File: src/rtl/mips_trace_buffer.sv
// Instruction trace buffer for a MIPS core: captures {jump, pc, instr} into a
// circular store once armed, with wrap/drop full policy and halt-on-match.
module mips_trace_buffer #(
  parameter int ADDR_W    = 32,
  parameter int DATA_W    = 32,
  parameter int TEST_W    = 16,
  parameter int DEPTH     = 16,
  parameter int WRAP      = 1,
  parameter int JUMP_ONLY = 0
) (
  input  logic                         clk,
  input  logic                         areset,
  input  logic                         arm,
  input  logic                         clr,
  input  logic                         valid_in,
  input  logic [ADDR_W-1:0]            pc_in,
  input  logic [DATA_W-1:0]            instr_in,
  input  logic                         jump_in,
  input  logic [TEST_W-1:0]            test_value_in,
  input  logic                         halt_en,
  input  logic [TEST_W-1:0]            halt_value,
  input  logic                         rd_en,
  output logic [ADDR_W+DATA_W:0]       rd_data,
  output logic                         rd_valid,
  output logic [$clog2(DEPTH+1)-1:0]   count,
  output logic                         full,
  output logic                         empty,
  output logic                         overflow,
  output logic [1:0]                   state
);

  localparam int EW = 1 + ADDR_W + DATA_W;
  localparam int PW = $clog2(DEPTH);
  localparam int CW = $clog2(DEPTH + 1);

  localparam logic [1:0] S_IDLE    = 2'd0;
  localparam logic [1:0] S_CAPTURE = 2'd1;
  localparam logic [1:0] S_HALTED  = 2'd2;

  logic [EW-1:0] mem [DEPTH];
  logic [PW-1:0] wptr, rptr;
  logic          wr_req, match, pop, do_write, lost;

  assign full  = (count == CW'(DEPTH));
  assign empty = (count == '0);

  // A full-buffer write is only lost when no pop frees a slot in the same cycle.
  always_comb begin
    wr_req   = !clr && (state == S_CAPTURE) && valid_in && ((JUMP_ONLY == 0) || jump_in);
    match    = !clr && (state == S_CAPTURE) && halt_en && valid_in &&
               (test_value_in == halt_value);
    pop      = !clr && rd_en && !empty;
    lost     = wr_req && full && !pop;
    do_write = wr_req && (!lost || (WRAP != 0));
  end

  always_ff @(posedge clk) begin
    if (do_write) mem[wptr] <= {jump_in, pc_in, instr_in};
  end

  always_ff @(posedge clk or negedge areset) begin
    if (!areset) begin
      state    <= S_IDLE;
      wptr     <= '0;
      rptr     <= '0;
      count    <= '0;
      overflow <= 1'b0;
      rd_valid <= 1'b0;
      rd_data  <= '0;
    end else if (clr) begin
      state    <= S_IDLE;
      wptr     <= '0;
      rptr     <= '0;
      count    <= '0;
      overflow <= 1'b0;
      rd_valid <= 1'b0;
    end else begin
      rd_valid <= pop;
      if (pop) rd_data <= mem[rptr];
      if (do_write) wptr <= wptr + PW'(1);
      // Overwriting the oldest entry drags the read pointer along with it.
      if (pop || (lost && (WRAP != 0))) rptr <= rptr + PW'(1);
      if (do_write && !pop && !full) count <= count + CW'(1);
      else if (pop && !do_write)     count <= count - CW'(1);
      if (lost) overflow <= 1'b1;
      case (state)
        S_IDLE:    if (arm) state <= S_CAPTURE;
        S_CAPTURE: if (match || (lost && (WRAP == 0))) state <= S_HALTED;
        S_HALTED:  state <= S_HALTED;
        default:   state <= S_IDLE;
      endcase
    end
  end

endmodule

File: config.mk
export PLATFORM = sky130hd
export DESIGN_NAME = mips_trace_buffer
export DESIGN_NICKNAME = d
export VERILOG_FILES = /design/src/rtl/mips_trace_buffer.sv
export SDC_FILE = /design/constraint.sdc
export NUM_CORES = 1
export LEC_CHECK = 0
export CORE_MARGIN = 2
export CORE_UTILIZATION = 45
export CTS_CLUSTER_SIZE = 16
export DETAILED_ROUTE_END_ITERATION = 16
export HOLD_SLACK_MARGIN = 0.05
export PLACE_DENSITY_LB_ADDON = 0.1
export SETUP_SLACK_MARGIN = 0.15
export SYNTH_ARGS = -nofsm -noshare
export SYNTH_HDL_FRONTEND = slang
export SYNTH_SLANG_ARGS = --single-unit
export TNS_END_PERCENT = 5
File: constraint.sdc
create_clock -name clk -period 4.2 [get_ports clk]
set_input_delay 0.84 -clock clk [delete_from_list [all_inputs] [get_ports clk]]
set_output_delay 0.84 -clock clk [all_outputs]
set_load 0.02 [all_outputs]
### Word-level counts from Yosys, hierarchy flattened

Memory sizes are Yosys's and may differ from the RTL's. A register that Yosys moved wholly into a read port is not among the register bits.
Cells that the tools add are included.

* memories: 1
* bits in registers: 17
* output and inout port bits: 76
* bits in writable memories: 1040
* bits in latches: 0
* ROM bits: 0
* logic and storage cells: 61
* bits of input ports: 104

* add/sub/neg operators: 4
* equal/unequal tests: 6
* divide/modulo/power cells: 0
* multiplexer cells: 16
* $lt $le $gt $ge: 0
* $mul: 0
* bitwise gates (word level): 1
* shift-type cells: 0
* reductions and logical operators: 27

Memory list
* mem: depth 16, bits a word 65, read ports 1, clocked after memory_dff 1, wr ports 1, RTL line 40 `logic [EW-1:0] mem [DEPTH];`

Operator list (count)
* == test 16 bit: 1
* 2-to-1 mux 4 bit: 4
* 2-to-1 mux 5 bit: 3
* logical AND 1 bit: 12
* adder 4 x 1 -> 4 bit, second input constant: 2
* zero test 1 bit: 6
* 2-to-1 mux 2 bit: 3
* inequality test 3 bit, second input constant: 2
* case mux 2 bit (3 select lines): 1
* nonzero test 2 bit: 3
* adder 5 x 1 -> 5 bit, second input constant: 1
* == test 5 bit, second input constant: 1
* zero test 5 bit: 1
* 2-to-1 mux 1 bit: 5
* subtractor 5 x 1 -> 5 bit, second input constant: 1
* AND reduction 2 bit: 2
* nonzero test 3 bit: 1
* == test 2 x 1 -> 1 bit, second input constant: 1
* == test 2 bit, second input constant: 1
* zero test 2 bit: 1
* logical OR 1 bit: 1
* NOT 1 bit: 1

### Depth between registers and ports, before layout

* depth in word-level cells: 8
* gate-level depth with buffers: 12
* mapped depth without buffers: 10

### Worst setup path before layout

OpenSTA, ideal clock, no wires.

* path kind: input port to flip-flop
* start point: input clr
* end point: memory mem[0][0] (netlist bit), enable pin
* buffers on the path: 1
* required time: 3770 ps
* slack: 773 ps
* setup time: 430 ps
* cell stages on the path: 3
* data arrival time: 2998 ps
* cell sequence: clkbuf_1 > nor4_1 > and2_1

* word-level cells in the longest chain between the ends: 5

Ends and longest elaborated chain
* start: declaration: RTL line 14 `input logic clr,`
* zero test 1 bit: RTL line 49 `wr_req = !clr && (state == S_CAPTURE) && valid_in && ((JUMP_ONLY == 0) || jump_in);`
* logical AND 1 bit (2 in series): RTL line 49
* 2-to-1 mux 1 bit: RTL line 58 `if (do_write) mem[wptr] <= {jump_in, pc_in, instr_in};`
* 2-to-1 mux 1 bit (implied by the code): RTL line 58
* end: declaration: RTL line 40

Every way passes these cells.

### Worst setup path in the final report

* start point: register count[1]
* end point: output full

* word-level cells in the longest chain between the ends: 1

Ends and longest elaborated chain
* start: declaration: RTL line 25 `output logic [$clog2(DEPTH+1)-1:0] count,`
* start signal: assignment: RTL line 83 `if (do_write && !pop && !full) count <= count + CW'(1);`
* start signal: assignment: RTL line 84 `else if (pop && !do_write) count <= count - CW'(1);`
* == test 5 bit: RTL line 44 `assign full = (count == CW'(DEPTH));`
* end: declaration: RTL line 26 `output logic full,`

Every way passes these cells.

==> results.json <==
{
  "power_switching_share_pct": 24.0,
  "postRouteAntennaNets": 0,
  "post_cts_resized": 0,
  "cts.reportedPaths.clkPinSlew_ns": 0.06,
  "timing.rr.end": "count[4]",
  "floorplan.initialDensity_pct": 45.4,
  "design.portCount": 180,
  "drt-vias-per-instance": 5.77,
  "layout.nets": 2336,
  "syn_to_final_growth_pct": 18.5,
  "pwr-share-seq_pct": 47.1,
  "final-setup-viol-count": 0,
  "largest_family_of_logic_cells_by_synthesized_area": "multiplexers",
  "drt_pass1_iterations": 5,
  "worstSetupStartpoint": "count[1]",
  "ys_dominant_reg_cell": "sky130_fd_sc_hd__edfxtp_1",
  "r2r-start": "count[1]",
  "totalNegativeSetupSlack_ns": 0,
  "avgRoutedWirePerCell_um": 27.6,
  "comb_power_share_pct": 14.9,
  "p_switching_mw": 6.64,
  "reg2regPathDepth": 10,
  "synthesis.nets": 2070,
  "grt_start_max_net_pins": 68,
  "post-route-min-period_ns": 3.36,
  "cts-buffers-inserted": 114,
  "netlist.area_leader.share_pct": 72.6,
  "yosys.area_share.simple_pct": 2.43,
  "synth-compound-area-share_pct": 2.66,
  "max-cap-violations": 0,
  "synth_area_sq_um": 43000,
  "fin_crit_sh_pct": 80.1,
  "numPortBuffers": 179,
  "crit_path_end_kind": "primary output",
  "ys_ff_latch": 1122,
  "finClkSkew_ns": 0.0225,
  "syn_avg_cell_area_sq_um": 22.0,
  "die_height_um": 313,
  "post_route_cells_drive_above_1_share_pct": 23.9,
  "drc": 0,
  "layout.filler_cells": 7222,
  "grtUsageTotal_pct": 20.5,
  "first_pass_grt_wire_length_um": 147000,
  "cts_root_buffer": "sky130_fd_sc_hd__clkbuf_16",
  "run_status": "completed",
  "timing_max_transition_violations_final": 0,
  "antenna_found_initial": 8,
  "netlist.top_cell.by_area": "sky130_fd_sc_hd__edfxtp_1",
  "drtIter0Drc": 1560,
  "core_area_sq_um": 94900,
  "crit_type": "reg -> out",
  "dr_total_vias": 20700,
  "placement_rows": 113,
  "clock_network_fraction_of_total_power_pct": 38.0,
  "finalCoreUtilization_pct": 53.7,
  "htree_levels": 3,
  "regToRegSetupSlack_ns": 1.01,
  "rsz0062_at_grt": "no",
  "global_route.overflow_total": 0,
  "numClockSinks": 1122,
  "fraction_of_synthesized_cell_area_in_xor_and_xnor_cells_pct": 0.489,
  "layout_common_cells": "1040 x sky130_fd_sc_hd__edfxtp_1, 260 x sky130_fd_sc_hd__mux4_2, 178 x sky130_fd_sc_hd__clkdlybuf4s50_1",
  "seq_area_frac_synth_pct": 77.4,
  "floorplan.die_area_sq_um": 98100,
  "worstSkewPairLatency_ns": 0.69,
  "worst-endpoint-required_ns": 3.36,
  "crit_path_max_fanout": 6,
  "fmax_ghz": 0.297,
  "post-place-cells": 3368,
  "syn_inst": 1953,
  "final_hold_viol_count": 0,
  "power-per-cell-area_nw_per_um2": 543,
  "first_global_vias": 22000,
  "p_int_mw": 21.0,
  "cts_buffer_depth": 3,
  "mostFrequentLayoutCell": "sky130_fd_sc_hd__edfxtp_1",
  "routabilityCongestion": 0.738,
  "asyncSetResetFlopFracSynth_pct": 7.31,
  "critical_path.startpoint_type": "flop",
  "portion_of_netlist_area_occupied_by_mux_cells_pct": 15.4,
  "cts_tree": "done",
  "hold-worst-slack_ns": 0.298,
  "total_of_hold_buffers_inserted_after_clock_tree_synthesis": 0,
  "wl_um": 98900,
  "yosys_warnings": 0,
  "die-width_um": 313,
  "max_slew.worst_pin.slew_ns": 0.953,
  "stdcell_area_sq_um": 51000,
  "total_leakage_power_nw": 15.8,
  "slew_headroom_pct": 34.8,
  "vdd.ir_drop.worst_mv": 0.425,
  "place_area_sq_um": 47000,
  "class_of_the_tightest_hold_or_removal_check": "in -> async",
  "synthAdderAreaFrac_pct": 0.396,
  "post_cts_buffers": 0,
  "yosys_cell_types": 41,
  "crit_path_end": "full",
  "post_synth_main_area_contributors": "sky130_fd_sc_hd__edfxtp_1 73%, sky130_fd_sc_hd__mux4_2 14%, sky130_fd_sc_hd__dfrtp_1 4.8%",
  "detailedPlacementHpwl_um": 52900,
  "number_of_flops_mapped_to_enable_cells_by_yosys": 1040,
  "crit_arrival_ns": 2.52,
  "instances_no_fill": 3586
}
-- flip-flops by register name, summed over array words and instances (netlist names) --
name      count
mem        1040
rd_data      65
count         5
rptr          4
wptr          4
state         2
overflow      1
rd_valid      1
-- layer usage --
layer,wire (um),vias up,track usage (%)
li1,-,8764,-
met1,42800,11100,29.2
met2,47700,637,32.6
met3,6410,140,4.14
met4,1850,14,5.09
met5,95,-,0
-- worst min-delay path by stage --
stage	from	to	slack, ns	depth (start not counted)
after floorplan	areset	count[0]	0.54	0
after global placement	overflow	overflow	0.49	2
after detailed placement	overflow	overflow	0.49	2
after CTS	areset	rd_data[40]	0.31	1
after global routing	areset	rd_data[40]	0.34	1
final	areset	rd_data[40]	0.30	1
-- through the flow --
stage | setup WS, ns | power, mW
2_1_floorplan | 0.773 | 15.7
3_3_place_gp | 0.397 | 17.4
6_report | 0.838 | 27.7
4_1_cts | 0.803 | 28.0
5_1_grt | 0.715 | 28.7
3_5_place_dp | 0.354 | 17.5
-- cell usage after synthesis (5+ instances only) --
library cell	n
sky130_fd_sc_hd__nor2_1	82
sky130_fd_sc_hd__edfxtp_1	1040
sky130_fd_sc_hd__dfrtp_1	82
sky130_fd_sc_hd__xor2_1	7
sky130_fd_sc_hd__nor2b_1	67
sky130_fd_sc_hd__buf_2	40
sky130_fd_sc_hd__clkbuf_1	56
sky130_fd_sc_hd__nand2_1	7
sky130_fd_sc_hd__xnor2_1	17
sky130_fd_sc_hd__and2_1	18
sky130_fd_sc_hd__mux2i_1	68
sky130_fd_sc_hd__ha_1	12
sky130_fd_sc_hd__a2111oi_0	65
sky130_fd_sc_hd__mux4_2	260
sky130_fd_sc_hd__a211oi_1	65
sky130_fd_sc_hd__inv_1	5
sky130_fd_sc_hd__mux2_2	7
sky130_fd_sc_hd__a21oi_1	8
sky130_fd_sc_hd__buf_6	8
-- critical path, stage by stage, from the launching register on --
cell and delay (ns):
sky130_fd_sc_hd__dfrtp_1 0.47, sky130_fd_sc_hd__nor4_4 0.45, sky130_fd_sc_hd__and2_1 0.27, sky130_fd_sc_hd__clkdlybuf4s50_1 0.64
-- cell families after synthesis --
group                    count (synthesis)
XOR/XNOR                                24
AND/OR/NAND/NOR                        198
multiplexers                           335
AO/OA/AOI/OAI                          145
buffers and inverters                  116
flip-flops                            1122
adder cells (fa/ha/maj)                 13
-- power groups by stage --
stage          clock network (mW)  logic [mW]  registers [mW]
2_1_floorplan                   0        2.18            13.5
3_3_place_gp                    0        4.14            13.3
3_5_place_dp                    0        4.19            13.3
4_1_cts                      10.7        4.21            13.0
5_1_grt                      11.2        4.45            13.1
6_report                     10.5        4.12            13.0
-- cell type report --
type                       instances  area (sq um)  area share [%]
sequential                      1122         33300            65.3
inverter                           6          23.8          0.0466
clock inverter                    72           882            1.73
clock buffer                     145          3060            6.00
timing repair buffer             260          2910            5.71
multi-input combinational        715          9230            18.1
antenna                            1          2.50         0.00491
tap                             1265          1580            3.10
Note: power is estimated with default switching activity, not from simulation.
